===== src/rtl/sync_fifo_flags.sv =====
// sync_fifo_flags: single-clock FIFO with registered occupancy flags and sticky error bits.
// Pointers carry one extra wrap bit so all DEPTH entries are usable.
module sync_fifo_flags #(
   parameter int WIDTH    = 8,
   parameter int DEPTH    = 8,
   parameter int AF_LEVEL = DEPTH - 1,
   parameter int AE_LEVEL = 1,
   parameter int FWFT     = 0
) (
   input  logic                       clk,
   input  logic                       rstn,
   input  logic                       clr,
   input  logic                       wr_en,
   input  logic [WIDTH-1:0]           wdata,
   input  logic                       rd_en,
   output logic [WIDTH-1:0]           rdata,
   output logic                       full,
   output logic                       empty,
   output logic                       almost_full,
   output logic                       almost_empty,
   output logic [$clog2(DEPTH+1)-1:0] count,
   output logic                       overflow,
   output logic                       underflow
);
   localparam int AW = $clog2(DEPTH);
   localparam int PW = AW + 1;
   localparam int CW = $clog2(DEPTH + 1);
   localparam logic [CW-1:0] AF_L = CW'(AF_LEVEL);
   localparam logic [CW-1:0] AE_L = CW'(AE_LEVEL);

   logic [WIDTH-1:0] mem [DEPTH];
   logic [PW-1:0] wptr_q, wptr_d, rptr_q, rptr_d;
   logic [CW-1:0] count_q, count_d;
   logic full_q, full_d, empty_q, empty_d, af_q, af_d, ae_q, ae_d;
   logic ovf_q, ovf_d, unf_q, unf_d;
   logic wa, ra;

   // clr wins over both requests; nothing is accepted while held in reset
   always_comb begin
      wa      = rstn && wr_en && !full_q && !clr;
      ra      = rstn && rd_en && !empty_q && !clr;
      wptr_d  = clr ? '0 : wptr_q + PW'(wa);
      rptr_d  = clr ? '0 : rptr_q + PW'(ra);
      count_d = clr ? '0 : count_q + CW'(wa) - CW'(ra);
      empty_d = wptr_d == rptr_d;
      full_d  = (wptr_d[AW] != rptr_d[AW]) && (wptr_d[AW-1:0] == rptr_d[AW-1:0]);
      af_d    = count_d >= AF_L;
      ae_d    = count_d <= AE_L;
      ovf_d   = !clr && (ovf_q || (wr_en && full_q));
      unf_d   = !clr && (unf_q || (rd_en && empty_q));
   end

   always_ff @(posedge clk or negedge rstn) begin
      if (!rstn) begin
         wptr_q  <= '0;
         rptr_q  <= '0;
         count_q <= '0;
         full_q  <= 1'b0;
         empty_q <= 1'b1;
         af_q    <= 1'b0;
         ae_q    <= 1'b1;
         ovf_q   <= 1'b0;
         unf_q   <= 1'b0;
      end else begin
         wptr_q  <= wptr_d;
         rptr_q  <= rptr_d;
         count_q <= count_d;
         full_q  <= full_d;
         empty_q <= empty_d;
         af_q    <= af_d;
         ae_q    <= ae_d;
         ovf_q   <= ovf_d;
         unf_q   <= unf_d;
      end
   end

   always_ff @(posedge clk)
      if (wa) mem[wptr_q[AW-1:0]] <= wdata;

   if (FWFT != 0) begin : g_fwft
      assign rdata = mem[rptr_q[AW-1:0]];
   end else begin : g_reg
      logic [WIDTH-1:0] rdata_q;
      always_ff @(posedge clk or negedge rstn)
         if (!rstn) rdata_q <= '0;
         else if (ra) rdata_q <= mem[rptr_q[AW-1:0]];
      assign rdata = rdata_q;
   end

   assign full         = full_q;
   assign empty        = empty_q;
   assign almost_full  = af_q;
   assign almost_empty = ae_q;
   assign count        = count_q;
   assign overflow     = ovf_q;
   assign underflow    = unf_q;
endmodule


===== config.mk =====
export PLATFORM = sky130hd
export DESIGN_NAME = sync_fifo_flags
export DESIGN_NICKNAME = d
export VERILOG_FILES = /design/src/rtl/sync_fifo_flags.sv
export SDC_FILE = /design/constraint.sdc
export NUM_CORES = 1
export LEC_CHECK = 0
export CAP_MARGIN = 20
export CORE_MARGIN = 2
export CORE_UTILIZATION = 40
export CTS_CLUSTER_DIAMETER = 120
export DETAILED_ROUTE_END_ITERATION = 8
export HOLD_SLACK_MARGIN = 0.15
export PLACE_DENSITY = 0.68
export SKIP_CTS_REPAIR_TIMING = 1
export SLEW_MARGIN = 20
export SYNTH_ARGS = -nofsm -noshare
export SYNTH_HDL_FRONTEND = slang
export SYNTH_SLANG_ARGS = --single-unit

===== constraint.sdc =====
create_clock -name clk -period 2.4 [get_ports clk]
set_input_delay 0.48 -clock clk [delete_from_list [all_inputs] [get_ports clk]]
set_output_delay 0.48 -clock clk [all_outputs]
set_load 0.1 [all_outputs]

---- After elaboration in Yosys (flattened, before gate mapping) ----
Memories as Yosys holds them, arrays and structs flattened. A register that Yosys moved wholly into a read port is not among the register bits.
Cells that the tools add are included.
word-level totals
  register bits ........................... 18
  memory bits (writable) .................. 64
  input bits .............................. 13
  output and inout port bits .............. 18
  word-level logic and storage cells ...... 41
  memories kept ........................... 1
operators by class
  add/subtract/negate cells ............... 4
  magnitude comparators ................... 2
  eq/ne operators ......................... 3
  multiplexer cells ....................... 5
  reduce and logical (&&, ||, !) cells .... 17
memories
  memory  depth  bits a word  rd ports  clocked after memory_dff  wr ports  line  text
  mem     8      8            1         1                         1         31    logic [WIDTH-1:0] mem [DEPTH];
operators with widths
  cell                                                                               number
  4-bit by 1-bit adder with 4-bit output                                             3
  4-bit 2-to-1 mux                                                                   3
  1-bit logical AND                                                                  11
  4-bit equality test                                                                1
  4-bit by 3-bit >= comparator with 1-bit output (second input constant)             1
  4-bit by 1-bit less-or-equal comparator with 1-bit output (second input constant)  1
  1-bit zero test                                                                    4
  4-bit by 1-bit subtractor with 4-bit output                                        1
  3-bit equality test                                                                1
  1-bit logical OR                                                                   2
  1-bit 2-to-1 mux                                                                   2
  1-bit != test                                                                      1

---- Logic depth before layout (Yosys ltp) ----
  depth in word-level cells ............... 7
  depth in mapped cells ................... 10
  mapped depth without buffers ............ 8

---- Worst setup path after synthesis ----
No wires, ideal clock.
  kind .................................... reg2reg
  start point ............................. register empty_q (netlist: empty)
  end point ............................... register full_q (netlist: full)
  setup time .............................. 0.124 ns
  data arrival time ....................... 2.341 ns
  required time ........................... 2.276 ns
  slack ................................... -0.065 ns
  cell stages (with the launch flop) ...... 11
  buffers on the path ..................... 2
  clock period less this slack ............ 2.465 ns
  path through ............................ dfstp_2 nor2b_2 and3b_1 buf_2 buf_4 ha_1 ha_1 xnor2_1 xnor2_1 a31oi_2 nor2b_4
on the way
  cells in the longest elaborated chain, start to end .. 7
  elaborated cells on any way between the ends .. 8
  those cells by class .................... add/sub (1); eq/ne (2); mux (1); reduce/logical (4)
RTL lines
  element                                               line  text
  from (decl)                                           34    logic full_q, full_d, empty_q, empty_d, af_q, af_d, ae_q, ae_d;
  from (signal assigned)                                69    empty_q <= empty_d;
  1-bit zero test (*)                                   41    ra = rstn && rd_en && !empty_q && !clr;
  1-bit logical AND (*) (2 in a row)                    41
  4-bit by 1-bit adder with 4-bit output (*)            43    rptr_d = clr ? '0 : rptr_q + PW'(ra);
  4-bit 2-to-1 mux (*)                                  43
  3-bit equality test or 1-bit != test (tied branches)  46    full_d = (wptr_d[AW] != rptr_d[AW]) && (wptr_d[AW-1:0] == rptr_d[AW-1:0]);
  1-bit logical AND (*)                                 46
  via full_d                                            34
  to (signal assigned)                                  68    full_q <= full_d;
  to (decl)                                             34
Mark *: on every way through the listed nets, which the timed path passes. The rest lies on a longest branch.

---- Worst setup path in the final report ----
  start point ............................. input port wr_en
  end point ............................... register af_q (netlist: almost_full)
on the way
  cells in the longest elaborated chain, start to end .. 7
RTL lines
  element                                         line  text
  from (decl)                                     13    input logic wr_en,
  1-bit logical AND (3 in a row)                  40    wa = rstn && wr_en && !full_q && !clr;
  4-bit by 1-bit adder with 4-bit output          44    count_d = clr ? '0 : count_q + CW'(wa) - CW'(ra);
  4-bit by 1-bit subtractor with 4-bit output     44
  4-bit 2-to-1 mux                                44
  4-bit by 3-bit >= comparator with 1-bit output  47    af_d = count_d >= AF_L;
  via af_d                                        34
  to (signal assigned)                            60    af_q <= 1'b0;
  to (signal assigned)                            70    af_q <= af_d;
  to (decl)                                       34
The timed path passes the listed nets, and every way through them passes these cells.

==> results.json <==
{
  "syn_area_mm2": 0.003732,
  "async_reset_ff_share_pct": 28.89,
  "syn_avg_cell_area_um2": 15.05,
  "endpoint_kind": "register",
  "hpwl_um": 4791,
  "core_mm2": 0.009153,
  "antenna_found_initial": 0,
  "comb_power_share_pct": 22.9,
  "maxSlewHeadroom_pct": 48.67,
  "synth.largest_area_cell": "edfxtp_1",
  "yosys.cell_types.count": 35,
  "ys_dominant_reg_cell": "edfxtp_1",
  "drc": 0,
  "yosysTopAreaCellShare_pct": 51.49,
  "setup_viol": 0,
  "critPathLaunch": "wr_en",
  "place_congestion": 0.7189,
  "clkTransAtPathRegs_ns": 0.09,
  "area_delta_synth_final_pct": 19.07,
  "final_net_count": 327,
  "p_seq_share_pct": 50.7,
  "hp-class": "reg2reg",
  "cp-endpoint": "almost_full",
  "finalHoldViolCount": 0,
  "htree_levels": 3,
  "clockRootBuffer": "clkbuf_8",
  "period_needed_ns": 2.156,
  "switching_share_pct": 34.39,
  "grt_use_total_pct": 14.84,
  "grt_max_degree": 33,
  "rr_worst_depth": 8,
  "chipHeight_um": 100.6,
  "reg2reg_to": "almost_full",
  "ys_ff_latch": 90,
  "reg2reg_slack_ns": 0.32,
  "cp_max_fo": 3,
  "postSynthCellCount": 248,
  "tightest_slew_ns": 0.7671,
  "grt_overflow_total": 0,
  "first_iter_violations": 109,
  "wl_per_cell_um": 16.56,
  "drv_slew": 0,
  "synth.top_cells.by_count": "edfxtp_1, mux2i_1, dfrtp_1",
  "synth_edf_count": 64,
  "ir_worst_vdd_mv": 0.5346,
  "cts_buffers": 9,
  "initial_utilization_pct": 40.78,
  "tritoncts": "yes",
  "clkPwrFrac_pct": 26.4,
  "num_vias": 2111,
  "dp_slack_ns": -0.1096,
  "grt_first_pass_wirelength_um": 11010,
  "clkLatencyLatePin_ns": 0.35,
  "yosysSeqAreaShare_pct": 68.99,
  "drtAntennaViolNets": 0,
  "row_count": 35,
  "num_io_pins": 31,
  "path_class": "in2reg",
  "critPathRequiredTime_ns": 2.67,
  "clkSinkCount": 90,
  "synth_warnings": 0,
  "wl_um": 6990,
  "rsz0062_at_grt": "no",
  "internal-power_uw": 2308,
  "power.leakage_uw": 0.001639,
  "switchingPower_uw": 1210,
  "powerDensity_mw_per_mm2": 791.6,
  "outcome": "finished clean",
  "layout-drive-gt1-share_pct": 22.83,
  "synth_most_common_cell": "edfxtp_1",
  "dieArea_mm2": 0.01012,
  "finalCritPeriodShare_pct": 89.84,
  "fin_skew_ns": 0.01423,
  "reg2reg_from": "empty",
  "synthTopCellsByArea": "edfxtp_1, dfrtp_1, mux2i_1, a22oi_1, ha_1",
  "startpoint_type": "input port",
  "n_antenna_cell": 0,
  "synthesis.nets": 269,
  "whs_ns": 0.5096,
  "cap_violations": 0,
  "final.setup.worst_slack_ns": 0.2438,
  "die_w_um": 100.6,
  "port_buffers": 30,
  "arrival_ns": 2.43,
  "clockBufferDepth": 2,
  "firstDrtPassIters": 6,
  "avgViaCountPerCell": 5.002,
  "fmax_mhz": 463.8,
  "grt_pass1_vias": 2092
}
## cell families after synthesis
family	Yosys count	share of synthesized area, %
DFF	90	68.99
AOI/OAI and AO/OA	31	5.565
muxes	34	9.286
and+or+nand+nor	54	7.979
buffers and inverters	21	2.950
xor gates and xnor gates	10	2.347
adders and majority gates	8	2.883
## flip-flops by register name, indices dropped and copies added, names as in the netlist
signal and cells:
almost_empty 1, wptr_q 4, mem 64, rptr_q 4, count 4, rdata 8, overflow 1, underflow 1
full 1, empty 1, almost_full 1
## power groups by stage
stage / clock (uW) / sequential [uW] / combinational, uW
global route: 1010 / 1790 / 835
global placement: 0 / 1820 / 802
CTS: 954 / 1790 / 811
detailed placement: 0 / 1820 / 811
finish: 929 / 1780 / 805
floorplan: 0 / 2310 / 120
## through the flow
step           TNS [ns]  instance area, um^2  cells  power, uW  util (%)
2_1_floorplan         0                 3737    248       2432         -
3_3_place_gp    -0.2465                 4269    406       2622     46.64
3_5_place_dp    -0.3972                 4269    406       2630     46.64
4_1_cts               0                 4444    422       3552     48.56
5_1_grt               0                 4444    422       3640     48.56
6_report              0                 4444    422       3518     48.56
## layout by cell type, fill, tap and decap left out, drive strengths merged, types with 2 or more instances in the layout
cell type	n
edfxtp	64
buf	46
mux2i	32
dfrtp	24
nor2	16
a22oi	16
nor2b	14
inv	13
clkdlybuf4s50	12
nand3	11
clkbuf	10
o21ai	8
xnor2	7
ha	7
a21oi	4
nand2	3
xor2	3
nand2b	3
nor3	3
a21o	2
mux2	2
dfstp	2
clkinv	2
## per-layer routing
layer  wire [um]  track usage (%)
met4         144            7.482
met1        3258            20.04
met2        3370            23.38
met3         215            2.288
met5           0                0
## worst min-delay path by stage
| stage | start | end | slack, ns | depth (start not counted) |
|---|---|---|---|---|
| floorplan | rstn | almost_full | 0.18 | 0 |
| global placement | overflow | overflow | 0.48 | 2 |
| detailed placement | overflow | overflow | 0.49 | 2 |
| CTS | overflow | overflow | 0.52 | 2 |
| global route | underflow | underflow | 0.55 | 2 |
| finish | overflow | overflow | 0.51 | 2 |
## critical path: stages
cell             delay, ns
clkdlybuf4s50_1       0.47
nor2b_1               0.18
xnor2_1               0.14
nor3b_1               0.07
ha_1                  0.21
fa_1                  0.38
xor2_1                0.24
nand3_1               0.11
a21oi_1               0.14
## layout make-up
| class | instances | area, um^2 |
|---|---|---|
| Fill cell | 793 | 4708 |
| Sequential cell | 90 | 2580 |
| Multi-Input combinational cell | 137 | 1047 |
| Timing Repair Buffer | 58 | 465.4 |
| Tap cell | 111 | 138.9 |
| Clock buffer | 10 | 127.6 |
| Clock inverter | 6 | 47.55 |
| Inverter | 10 | 37.54 |
Note: power is estimated with default switching activity, not from simulation.
